**src/rtl/mem_port_arbiter.sv**
```systemverilog
`default_nettype none
`timescale 1ns/1ps
// ============================================================================
//  Module      : mem_port_arbiter
//  Description : Shares one single-port RAM between the instruction-fetch path
//                and the load/store data path; fair tie-break, registered
//                RAM strobes and a one-cycle ack per completed access.
//  Revision    : 1.0  initial release
// ============================================================================
module mem_port_arbiter #(
    parameter int ADDR_W = 9,
    parameter int DATA_W = 32,
    parameter int RD_LAT = 1
) (
    input  logic              clk,
    input  logic              Reset,
    input  logic              if_req,
    input  logic [ADDR_W-1:0] if_addr,
    output logic              if_ack,
    output logic [DATA_W-1:0] if_rdata,
    input  logic              ls_req,
    input  logic              ls_we,
    input  logic [ADDR_W-1:0] ls_addr,
    input  logic [DATA_W-1:0] ls_wdata,
    output logic              ls_ack,
    output logic [DATA_W-1:0] ls_rdata,
    output logic [ADDR_W-1:0] ram_addr,
    output logic [DATA_W-1:0] ram_wdata,
    output logic              ram_read,
    output logic              ram_write,
    input  logic [DATA_W-1:0] ram_rdata,
    output logic              busy
);

    typedef enum logic [1:0] {
        IDLE   = 2'd0,
        ACCESS = 2'd1,
        RESP   = 2'd2
    } state_t;

    localparam logic c_ID_IF = 1'b0;
    localparam logic c_ID_LS = 1'b1;
    localparam int   c_CNT_W = (RD_LAT > 1) ? $clog2(RD_LAT) : 1;
    localparam logic [c_CNT_W-1:0] c_CNT_INIT = c_CNT_W'(RD_LAT - 1);
    localparam logic [c_CNT_W-1:0] c_CNT_ONE  = c_CNT_W'(1);

    state_t              r_state,      w_state_nxt;
    logic                r_last_grant, w_last_grant_nxt;
    logic                r_gnt,        w_gnt_nxt;
    logic                r_we,         w_we_nxt;
    logic [c_CNT_W-1:0]  r_cnt,        w_cnt_nxt;
    logic                r_if_ack,     w_if_ack_nxt;
    logic                r_ls_ack,     w_ls_ack_nxt;
    logic [DATA_W-1:0]   r_if_rdata,   w_if_rdata_nxt;
    logic [DATA_W-1:0]   r_ls_rdata,   w_ls_rdata_nxt;
    logic [ADDR_W-1:0]   r_ram_addr,   w_ram_addr_nxt;
    logic [DATA_W-1:0]   r_ram_wdata,  w_ram_wdata_nxt;
    logic                r_ram_read,   w_ram_read_nxt;
    logic                r_ram_write,  w_ram_write_nxt;
    logic                r_busy,       w_busy_nxt;

    logic                w_grant_id;
    logic                w_store;

    // On a tie the requester that did not win last time is served.
    assign w_grant_id = (if_req && ls_req) ? ~r_last_grant : ls_req;
    assign w_store    = (w_grant_id == c_ID_LS) && ls_we;

    always_ff @(posedge clk or negedge Reset) begin
        if (!Reset) begin
            r_state      <= IDLE;
            r_last_grant <= c_ID_IF;
            r_gnt        <= c_ID_IF;
            r_we         <= 1'b0;
            r_cnt        <= '0;
            r_if_ack     <= 1'b0;
            r_ls_ack     <= 1'b0;
            r_if_rdata   <= '0;
            r_ls_rdata   <= '0;
            r_ram_addr   <= '0;
            r_ram_wdata  <= '0;
            r_ram_read   <= 1'b0;
            r_ram_write  <= 1'b0;
            r_busy       <= 1'b0;
        end else begin
            r_state      <= w_state_nxt;
            r_last_grant <= w_last_grant_nxt;
            r_gnt        <= w_gnt_nxt;
            r_we         <= w_we_nxt;
            r_cnt        <= w_cnt_nxt;
            r_if_ack     <= w_if_ack_nxt;
            r_ls_ack     <= w_ls_ack_nxt;
            r_if_rdata   <= w_if_rdata_nxt;
            r_ls_rdata   <= w_ls_rdata_nxt;
            r_ram_addr   <= w_ram_addr_nxt;
            r_ram_wdata  <= w_ram_wdata_nxt;
            r_ram_read   <= w_ram_read_nxt;
            r_ram_write  <= w_ram_write_nxt;
            r_busy       <= w_busy_nxt;
        end
    end

    always_comb begin
        w_state_nxt      = r_state;
        w_last_grant_nxt = r_last_grant;
        w_gnt_nxt        = r_gnt;
        w_we_nxt         = r_we;
        w_cnt_nxt        = r_cnt;
        w_if_ack_nxt     = 1'b0;
        w_ls_ack_nxt     = 1'b0;
        w_if_rdata_nxt   = r_if_rdata;
        w_ls_rdata_nxt   = r_ls_rdata;
        w_ram_addr_nxt   = r_ram_addr;
        w_ram_wdata_nxt  = r_ram_wdata;
        w_ram_read_nxt   = r_ram_read;
        w_ram_write_nxt  = r_ram_write;
        w_busy_nxt       = r_busy;

        case (r_state)
            IDLE: begin
                if (if_req || ls_req) begin
                    w_state_nxt      = ACCESS;
                    w_last_grant_nxt = w_grant_id;
                    w_gnt_nxt        = w_grant_id;
                    w_we_nxt         = w_store;
                    w_cnt_nxt        = c_CNT_INIT;
                    w_ram_addr_nxt   = (w_grant_id == c_ID_LS) ? ls_addr : if_addr;
                    w_ram_wdata_nxt  = w_store ? ls_wdata : r_ram_wdata;
                    w_ram_read_nxt   = ~w_store;
                    w_ram_write_nxt  = w_store;
                    w_busy_nxt       = 1'b1;
                end
            end

            ACCESS: begin
                if (r_we) begin
                    w_ram_write_nxt = 1'b0;
                    w_ls_ack_nxt    = 1'b1;
                    w_state_nxt     = RESP;
                end else if (r_cnt == '0) begin
                    // Last read cycle: RAM data is valid at this edge.
                    w_ram_read_nxt = 1'b0;
                    w_state_nxt    = RESP;
                    if (r_gnt == c_ID_LS) begin
                        w_ls_rdata_nxt = ram_rdata;
                        w_ls_ack_nxt   = 1'b1;
                    end else begin
                        w_if_rdata_nxt = ram_rdata;
                        w_if_ack_nxt   = 1'b1;
                    end
                end else begin
                    w_cnt_nxt = r_cnt - c_CNT_ONE;
                end
            end

            RESP: begin
                w_state_nxt = IDLE;
                w_busy_nxt  = 1'b0;
            end

            default: begin
                w_state_nxt     = IDLE;
                w_ram_read_nxt  = 1'b0;
                w_ram_write_nxt = 1'b0;
                w_busy_nxt      = 1'b0;
            end
        endcase
    end

    assign if_ack    = r_if_ack;
    assign if_rdata  = r_if_rdata;
    assign ls_ack    = r_ls_ack;
    assign ls_rdata  = r_ls_rdata;
    assign ram_addr  = r_ram_addr;
    assign ram_wdata = r_ram_wdata;
    assign ram_read  = r_ram_read;
    assign ram_write = r_ram_write;
    assign busy      = r_busy;

    a_no_rw_overlap: assert property (@(posedge clk) disable iff (!Reset)
        !(ram_read && ram_write));

endmodule
`default_nettype wire

```
**config.mk**
```make
export PLATFORM = sky130hd
export DESIGN_NAME = mem_port_arbiter
export DESIGN_NICKNAME = d
export VERILOG_FILES = /design/src/rtl/mem_port_arbiter.sv
export SDC_FILE = /design/constraint.sdc
export NUM_CORES = 1
export LEC_CHECK = 0
export BUFFER_PORTS_ARGS = -buffer_cell sky130_fd_sc_hd__buf_2
export CORE_MARGIN = 5
export CORE_UTILIZATION = 25
export DETAILED_ROUTE_END_ITERATION = 6
export GPL_TIMING_DRIVEN = 1
export HOLD_SLACK_MARGIN = 0.12
export PLACE_DENSITY = 0.47
export REMOVE_ABC_BUFFERS = 1
export SLEW_MARGIN = 5
export SYNTH_ARGS = -nofsm -noshare
export SYNTH_HDL_FRONTEND = slang
export SYNTH_SLANG_ARGS = --single-unit
export TNS_END_PERCENT = 50
```
**constraint.sdc**
```tcl
create_clock -name clk -period 2.2 [get_ports clk]
set_clock_uncertainty 0.15 [all_clocks]
set_input_delay 0.66 -clock clk [delete_from_list [all_inputs] [get_ports clk]]
set_output_delay 0.66 -clock clk [all_outputs]
set_load 0.05 [all_outputs]
```
-- Yosys cells after proc, flatten, opt, wreduce, memory -nomap -nowiden
Cells that the tools add are included.
- word-level logic and storage cells: 68
- output and inout port bits: 110
- register bits: 115
- bits of input ports: 87
- bitwise logic cells: 6
- reductions and logical operators: 14
- equal/unequal tests: 7
- add/subtract/negate cells: 1
- multiplexer cells: 27
- operators by type and width (cell ; count):
    1-bit 2-to-1 mux ; 18
    4-bit AND reduction ; 3
    9-bit 2-to-1 mux ; 1
    3-bit AND reduction ; 3
    2-bit inequality test (second input constant) ; 4
    2-bit 2-to-1 mux ; 3
    1-bit inverter ; 6
    1-bit case mux with 3 select lines ; 2
    2-bit AND reduction ; 3
    1-bit case mux with 2 select lines ; 2
    2-bit case mux with 2 select lines ; 1
    3-bit inequality test (second input constant) ; 1
    2-bit by 1-bit == test with 1-bit output (second input constant) ; 1
    2-bit == test (second input constant) ; 1
    1-bit logical AND ; 2
    2-bit logical NOT ; 1
    2-bit nonzero test ; 1
    1-bit logical OR ; 1
    1-bit subtractor (second input constant) ; 1

-- Logic depth before layout (Yosys ltp)
Gate-level depths: netlist of the first run.
- word-level depth: 6
- mapped depth: 5
- mapped depth without buffers: 4

-- Worst setup path before layout of the first run
Ideal clock, no wire load.
- kind: input to register
- from: input ls_req
- to: register r_ram_addr[0], in the netlist ram_addr[0]
- slack: 402 ps
- buffers on the path: 1
- setup time: 125 ps
- data arrival time: 1523 ps
- stages on the path: 4
- data required time: 1925 ps
- cell sequence: a21bo_1 > buf_6 > mux2_4 > mux2_2
- word-level cells in the longest chain between the ends: 3
- elaborated cells on any way between the ends: 5
- classes of those cells: mux (2); reduce/logical (3)
- ends and longest elaborated chain (element ; line ; source):
    from (decl) ; 21 ; input logic ls_req,
    1-bit logical AND ; 66 ; assign w_grant_id = (if_req && ls_req) ? ~r_last_grant : ls_req;
    1-bit 2-to-1 mux ; 66 ;
    9-bit 2-to-1 mux ; 127 ; w_ram_addr_nxt = (w_grant_id == c_ID_LS) ? ls_addr : if_addr;
    to (signal assigned) ; 95 ; r_ram_addr <= w_ram_addr_nxt;
    to (decl) ; 56 ; logic [ADDR_W-1:0] r_ram_addr, w_ram_addr_nxt;
Several ways; a longest one is shown, not always the timed one.
A chain may end at the register's enable or synchronous reset.

-- Worst setup path in the final report of the first run
- from: register r_state[0]
- to: register r_ram_addr[8], in the netlist ram_addr[8]
- word-level cells in the longest chain between the ends: 2
- ends and longest elaborated chain (element ; line ; source):
    from (decl) ; 47 ; state_t r_state, w_state_nxt;
    from (signal assigned) ; 86 ; r_state <= w_state_nxt;
    2-bit logical NOT ; 119 ; case (r_state)
    2-bit AND reduction (no line) ; -- ;
No other way between the ends.

==> impl_metrics.ini, run 1 <==
[run]
drv_cap = 0

[setup_path]
crit_type = reg -> reg
required_ns = 2.34
r2r_cells = 4
worstSetupEndpoint = ram_addr[8]$_DFFE_PN0P_
crit_path_start_kind = flip-flop
end_kind = flip-flop
reg2reg_from = r_state[0]$_DFFE_PN0P_
reg2reg_to = ram_addr[8]$_DFFE_PN0P_
cp_max_fo = 13
crit_arrival_ns = 2.07
startpoint = r_state[0]$_DFFE_PN0P_
worst-r2r-setup-slack_ns = 0.26

[global_route]
grt_antenna_before_repair = 0
track_usage_pct = 10.8
grt_max_degree = 46
gr-total-overflow = 0
grt_first_pass_wirelength_mm = 17.1
grt_pass1_vias = 3275

[clock_tree]
cts_tree = done
h-tree-depth = 4
cts_num_sinks = 114
cts_setup_buffers = 0
ctsLongestPathBuffers = 2
clkTransAtPathRegs_ns = 0.05
numCtsBuffers = 17
cts_root_buf = clkbuf_16
clk_latency_ns = 0.40

[logic_synthesis]
synth_top_family_by_area = multiplexers
synth_compound_area_share_pct = 1.37
postSynthCellCount = 263
synth_mux_area_share_pct = 30.0
synth_fa_ha_area_share_pct = 0
synth_area_um2 = 4460
yosysWarningCount = 0
synth_xor_area_share_pct = 0
synth_simple_gate_area_share_pct = 2.19
yosys_register_bits = 114
syn_area_per_cell_um2 = 17.0
yosysUniqueCellTypes = 22
seq_area_frac_synth_pct = 63.9

[detailed_routing]
viasPerCell = 4.17
route.detailed.drc = 0
drt_wl_total_mm = 10.7
final_antenna_net_count = 0
routedWlPerCell_um = 15.0
drtIter0Drc = 59
firstDrtPassIters = 4
num_vias = 2969

[cells_and_area]
antenna_cells = 0
fill_cells = 1712
area_growth_pct = 42.1
drive_gt1_share_pct = 70.6
nets = 561
final_cell_mix = 195 x buf_2, 114 x dfrtp_1, 91 x mux2_2, 17 x clkbuf_16, 15 x mux2_4
layout_commonest_cell = buf_2

[timing]
slew_violations = 0
slew_headroom_pct = 62.6
max_freq_mhz = 517
period_share_pct = 88.0
finalCriticalPeriod_ns = 1.94
worstMarginPinSlew_ns = 0.561
rsz0062_at_grt = no
fin_hold_ws_ns = 0.320
finalSetupViolCount = 0
hold_viol = 0

[floorplanning]
die_w_um = 144
die_h_um = 144
start_util_pct = 25.6
dieArea_um2 = 20600
std_cell_rows = 48
io_pins = 197
core_area_um2 = 17400

[place]
io_buffers = 196
dp_hpwl_mm = 7.79
place_congestion = 0.676

[run_status]
status = finished, final reports clean

[hold_path]
hold_path_class = in -> reg
==> how the worst min path moves through the flow <==
stage                                      to                     from  cells past startpoint
floorplan                    busy$_DFFE_PN0P_                    Reset                      0
global placement      ls_rdata[9]$_DFFE_PN0P_  ls_rdata[9]$_DFFE_PN0P_                      1
detailed placement    ls_rdata[9]$_DFFE_PN0P_  ls_rdata[9]$_DFFE_PN0P_                      1
CTS                 ram_wdata[18]$_DFFE_PN0P_             ls_wdata[18]                      2
global route        ram_wdata[18]$_DFFE_PN0P_             ls_wdata[18]                      2
finish              ram_wdata[18]$_DFFE_PN0P_             ls_wdata[18]                      2
==> Yosys cell counts <==
library cell    n  area share [%]
nand2b_1        1            0.14
a21bo_1         1            0.22
nand4_4         1            0.48
buf_6           4             1.0
buf_4           6             1.0
buf_2           1            0.11
inv_1           4            0.34
dfrtp_1       114              64
mux2_4         15             5.0
nor3b_4         1            0.42
nor2_1          2            0.17
mux2_1          8             2.0
a31oi_1         1            0.14
nor3_4          1            0.36
a21boi_0        1            0.17
nor2_2          1            0.14
nand2_1         2            0.17
mux2_2         91              23
nand2b_4        1            0.31
o21ai_0         5            0.56
a21oi_1         1            0.11
o21a_1          1            0.17
==> repair_timing <==
action | 4_1_cts | 5_1_grt
hold buffers | 1 | 0
hold endpoints to repair | 23 | 0
gates resized for setup | 0 | 0
==> cell families after synthesis <==
kind of cell | Yosys count
buffers and inverters | 15
AOI/OAI and AO/OA | 10
muxes | 114
and+or+nand+nor | 10
DFF | 114
==> state kept, by name, summed over array words and instances (netlist names) <==
name       flops
r_we           1
r_gnt          1
ls_ack         1
ram_write      1
ram_addr       9
if_rdata      32
busy           1
if_ack         1
ram_wdata     32
ls_rdata      32
r_state        2
ram_read       1
==> through the flow <==
stage / util, % / TNS, ns / worst slack [ns] / instance area, um^2 / instances
2_1_floorplan: - / 0 / 0.0530 / 4370 / 252
3_3_place_gp: 33.0 / 0 / 0.0343 / 5740 / 679
3_5_place_dp: 33.0 / -0.000622 / -0.000622 / 5740 / 679
4_1_cts: 36.4 / 0 / 0.233 / 6340 / 712
5_1_grt: 36.4 / 0 / 0.149 / 6340 / 712
6_report: 36.4 / 0 / 0.264 / 6340 / 712
==> metal layers <==
| metal | global-route usage [%] | vias to the layer above | wire, um |
|---|---|---|---|
| met5 | 0 | - | 0 |
| met4 | 4.86 | 0 | 185 |
| met2 | 17.1 | 122 | 5070 |
| met3 | 4.63 | 15 | 983 |
| met1 | 12.7 | 1476 | 4470 |
| li1 | - | 1356 | - |
==> worst max-delay path: stages, from the launching register on <==
cell and delay (ns):
dfrtp_1 0.43, nor2_2 0.22, o21ai_0 0.16, inv_1 0.45, mux2_2 0.40
==> cell type report <==
type / count / area [um^2] / share of cell area [%]
Clock buffer: 22 / 484 / 7.64
Inverter: 4 / 15.0 / 0.237
Timing Repair Buffer: 203 / 1100 / 17.4
Clock inverter: 10 / 106 / 1.68
Multi-Input combinational cell: 134 / 1500 / 23.6
Tap cell: 225 / 282 / 4.44
Sequential cell: 114 / 2850 / 45.0
Power of run 1 is left out: the tool's default activity adds up to more than one toggle a clock period on the data nets, which glitch-free logic cannot reach.
==> run 2: changes to the inputs <==
--- a/config.mk
+++ b/config.mk
@@ -11,7 +11,6 @@
 export DETAILED_ROUTE_END_ITERATION = 6
 export GPL_TIMING_DRIVEN = 1
 export HOLD_SLACK_MARGIN = 0.12
-export PLACE_DENSITY = 0.47
 export REMOVE_ABC_BUFFERS = 1
 export SLEW_MARGIN = 5
 export SYNTH_ARGS = -nofsm -noshare
==> run 2 against run 1 <==
- wire length down 0.61%
- setup slack got worse by 0.023 ns
- non-clock buffer count is 1 lower
- design area decreased by 0.32%
- utilization shrank 0.12 points
- flip-flop and latch count did not move
- highest routed layer is now met5
- critical endpoint is now ram_addr[1]$_DFFE_PN0P_
- count of clock-buffer cells in the layout fell by 4
- sequential share of layout area is 0.14 points higher
- register-to-register slack got worse by 0.02 ns
- critical path depth unchanged
==> impl_metrics.ini, run 2 (same netlist as run 1, synthesis figures left out) <==
[run_status]
status = finished, final reports clean

[setup_path]
end_kind = flip-flop
worstSetupEndpoint = ram_addr[1]$_DFFE_PN0P_
reg2reg_from = r_state[0]$_DFFE_PN0P_
cp_max_fo = 13
required_ns = 2.33
crit_path_start_kind = flip-flop
worst-r2r-setup-slack_ns = 0.24
reg2reg_to = ram_addr[1]$_DFFE_PN0P_
startpoint = r_state[0]$_DFFE_PN0P_
r2r_cells = 4
crit_type = reg -> reg
crit_arrival_ns = 2.09

[timing]
timing.final.ws_setup_ns = 0.241
fin_hold_ws_ns = 0.323
rsz0062_at_grt = no
finalSetupViolCount = 0
finalSetupTns_ns = 0
period_share_pct = 89.0
hold_viol = 0
finalCriticalPeriod_ns = 1.96
slew_violations = 0
worstMarginPinSlew_ns = 0.558
max_freq_mhz = 511
slew_headroom_pct = 62.7

[cells_and_area]
layout_commonest_cell = buf_2
fill_cells = 1701
drive_gt1_share_pct = 70.7
nets = 560
area_growth_pct = 41.6
regArea_um2 = 2850
final_cell_mix = 195 x buf_2, 114 x dfrtp_1, 91 x mux2_2, 17 x clkbuf_16, 15 x mux2_4
antenna_cells = 0
multi_input_area_um2 = 1500

[global_route]
grt_pass1_vias = 3335
grt_max_degree = 49
gr-total-overflow = 0
grt_antenna_before_repair = 1
track_usage_pct = 10.8
grt_first_pass_wirelength_mm = 17.2

[detailed_routing]
num_vias = 2966
drtIter0Drc = 68
viasPerCell = 4.18
routedWlPerCell_um = 15.0
firstDrtPassIters = 4
route.detailed.drc = 0
drt_wl_total_mm = 10.6
final_antenna_net_count = 0

[floorplanning]
core_area_um2 = 17400
io_pins = 197
die_w_um = 144
dieArea_um2 = 20600
die_h_um = 144
std_cell_rows = 48
start_util_pct = 25.6

[run]
drv_cap = 0

[place]
dp_worst_setup_slack_ns = -0.0110
io_buffers = 196
place_congestion = 0.692
dp_hpwl_mm = 7.86

[clock_tree]
cts_setup_buffers = 0
ctsLongestPathBuffers = 2
clkTransAtPathRegs_ns = 0.06
numCtsBuffers = 17
cts_num_sinks = 114
cts_root_buf = clkbuf_16
clk_latency_ns = 0.40
h-tree-depth = 4
cts_tree = done

[hold_path]
min_from = ls_wdata[18]
hold_path_class = in -> reg
==> run 2: critical path, cell delays in order, from the launching register on <==
cell     delay (ns)
dfrtp_1        0.43
nor2_2         0.23
o21ai_0        0.17
inv_1          0.45
mux2_2         0.40
==> run 2: how the worst min path moves through the flow <==
stage / to / cells after the start
after floorplan: busy$_DFFE_PN0P_ / 0
after global placement: ls_rdata[20]$_DFFE_PN0P_ / 1
after detailed placement: ls_rdata[9]$_DFFE_PN0P_ / 1
after CTS: ram_wdata[18]$_DFFE_PN0P_ / 2
after global routing: ram_wdata[18]$_DFFE_PN0P_ / 2
final: ram_wdata[18]$_DFFE_PN0P_ / 2
==> run 2: what timing repair did <==
item	CTS	global route
endpoints found under the hold margin	22	0
resized for setup	0	0
hold buffers	1	0
==> run 2: routing by layer <==
| layer | global-route usage (%) | up-vias | share of wire, % | wire length (um) |
|---|---|---|---|---|
| li1 | - | 1357 | - | - |
| met3 | 4.93 | 13 | 11 | 1170 |
| met1 | 12.6 | 1446 | 39 | 4180 |
| met2 | 17.4 | 148 | 48 | 5140 |
| met5 | 0 | - | 0.066 | 7 |
| met4 | 3.91 | 2 | 1.3 | 140 |
==> run 2: final cells by class <==
class / count / share of cell area [%]
flip-flops and latches: 114 / 45.1
multi-input cells: 134 / 23.7
repair buffers: 202 / 17.3
clock buffers: 18 / 6.95
well taps: 225 / 4.45
clock inverters: 13 / 2.20
inverters: 4 / 0.238
==> run 2: per-stage QoR <==
step,cell area (um^2),util (%),std cells
2_1_floorplan,4370,-,252
6_report,6320,36.3,710
3_3_place_gp,5730,32.9,678
4_1_cts,6320,36.3,710
3_5_place_dp,5730,32.9,678
5_1_grt,6320,36.3,710
Power of run 2 is left out for the same reason.
==> run 3: changes to the inputs <==
--- a/config.mk
+++ b/config.mk
@@ -7,10 +7,11 @@
 export LEC_CHECK = 0
 export BUFFER_PORTS_ARGS = -buffer_cell sky130_fd_sc_hd__buf_2
 export CORE_MARGIN = 5
-export CORE_UTILIZATION = 25
+export CORE_UTILIZATION = 47
 export DETAILED_ROUTE_END_ITERATION = 6
 export GPL_TIMING_DRIVEN = 1
 export HOLD_SLACK_MARGIN = 0.12
+export PLACE_DENSITY = 0.8
 export REMOVE_ABC_BUFFERS = 1
 export SLEW_MARGIN = 5
 export SYNTH_ARGS = -nofsm -noshare
==> run 3 against run 2 <==
- design area is 1.7% lower
- count of clock-buffer cells in the layout is 3 higher
- sequential share of layout area is 0.78 points higher
- critical path depth is 3 lower
==> impl_metrics.ini, run 3 (same netlist as run 1, synthesis figures left out) <==
[global_route]
gr-total-overflow = 0
grt_max_degree = 37
grt_antenna_before_repair = 0
track_usage_pct = 17.7
grt_pass1_vias = 3315
grt_first_pass_wirelength_mm = 16.2

[cells_and_area]
area_growth_pct = 39.2
fill_cells = 667
drive_gt1_share_pct = 70.4
final_cell_mix = 195 x buf_2, 114 x dfrtp_1, 91 x mux2_2, 16 x clkbuf_16, 15 x mux2_4
nets = 561
antenna_cells = 0
layout_commonest_cell = buf_2

[timing]
finalCriticalPeriod_ns = 1.95
fin_hold_ws_ns = 0.246
slew_violations = 0
period_share_pct = 88.4
finalSetupViolCount = 0
hold_viol = 0
rsz0062_at_grt = no
max_freq_mhz = 514
worstMarginPinSlew_ns = 0.562
slew_headroom_pct = 62.5

[floorplanning]
io_pins = 197
std_cell_rows = 35
die_h_um = 107
die_w_um = 107
core_area_um2 = 9240
start_util_pct = 48.3
dieArea_um2 = 11500

[clock_tree]
numCtsBuffers = 17
cts_root_buf = clkbuf_8
clkTransAtPathRegs_ns = 0.06
cts_tree = done
cts_num_sinks = 114
clk_latency_ns = 0.49
cts_setup_buffers = 0
h-tree-depth = 4
cts_resized = 0
ctsLongestPathBuffers = 2
ctsHoldBuffers = 1

[detailed_routing]
firstDrtPassIters = 4
route.detailed.drc = 0
final_antenna_net_count = 0
num_vias = 2983
drtIter0Drc = 72
drt_wl_total_mm = 9.92
viasPerCell = 4.85
routedWlPerCell_um = 16.1

[setup_path]
reg2reg_from = r_state[0]$_DFFE_PN0P_
crit_path_start_kind = flip-flop
cp_num_buf_inv = 1
crit_arrival_ns = 1.14
crit_type = reg -> out
end_kind = primary output
slowest_stage = dfrtp_1
startpoint = if_rdata[24]$_DFFE_PN0P_
critPathMaxStageDelay_ns = 0.37
cp_cell_sequence = buf_2
cp_max_fo = 2
cpLargestDelayFamily = flip-flops
required_ns = 1.39

[run]
drv_cap = 0

[place]
dp_hpwl_mm = 7.42
place_congestion = 0.722
io_buffers = 196

[run_status]
status = finished, final reports clean

[hold_path]
min_from = if_req
hold_path_class = in -> reg
[run 3: worst paths after layout]
kind                                       endpoint  slack, ns  depth (start not counted)
setup / recovery                       if_rdata[24]       0.25                          1
hold / removal                    r_gnt$_DFFE_PN0P_       0.25                          2
setup reg to reg            ram_addr[1]$_DFFE_PN0P_       0.27                          4
hold reg to reg             if_rdata[6]$_DFFE_PN0P_       0.33                          1
max in group asynchronous  ls_rdata[22]$_DFFE_PN0P_       0.82                          3
min in group asynchronous  ls_rdata[21]$_DFFE_PN0P_       0.52                          2
[run 3: cell type report]
type | count | area [um^2] | share of cell area [%]
tap | 129 | 161 | 2.60
timing repair buffer | 203 | 1100 | 17.7
clock buffer | 21 | 449 | 7.23
multi-input combinational | 134 | 1500 | 24.1
inverter | 4 | 15.0 | 0.242
sequential | 114 | 2850 | 45.9
clock inverter | 10 | 134 | 2.16
[run 3: through the flow]
| stage | instances | instance area (um^2) | utilization (%) | setup slack (ns) | setup TNS [ns] |
|---|---|---|---|---|---|
| floorplan | 252 | 4370 | - | 0.0530 | 0 |
| global placement | 583 | 5620 | 60.8 | 0.0685 | 0 |
| detailed placement | 583 | 5620 | 60.8 | -0.00959 | -0.0145 |
| CTS | 615 | 6210 | 67.2 | 0.218 | 0 |
| global route | 615 | 6210 | 67.2 | 0.129 | 0 |
| finish | 615 | 6210 | 67.2 | 0.254 | 0 |
[run 3: metal layers]
metal	GRT usage, %	share of wire (%)
met2	28.5	47
met5	0	0
met1	21.3	40
met3	8.22	12
met4	5.68	1.1
[run 3: worst register-to-register path, cell delays in order (launching register included)]
cell	delay, ns
dfrtp_1	0.44
nor2_2	0.22
o21ai_0	0.15
inv_1	0.44
mux2_2	0.41
Power of run 3 is left out for the same reason.
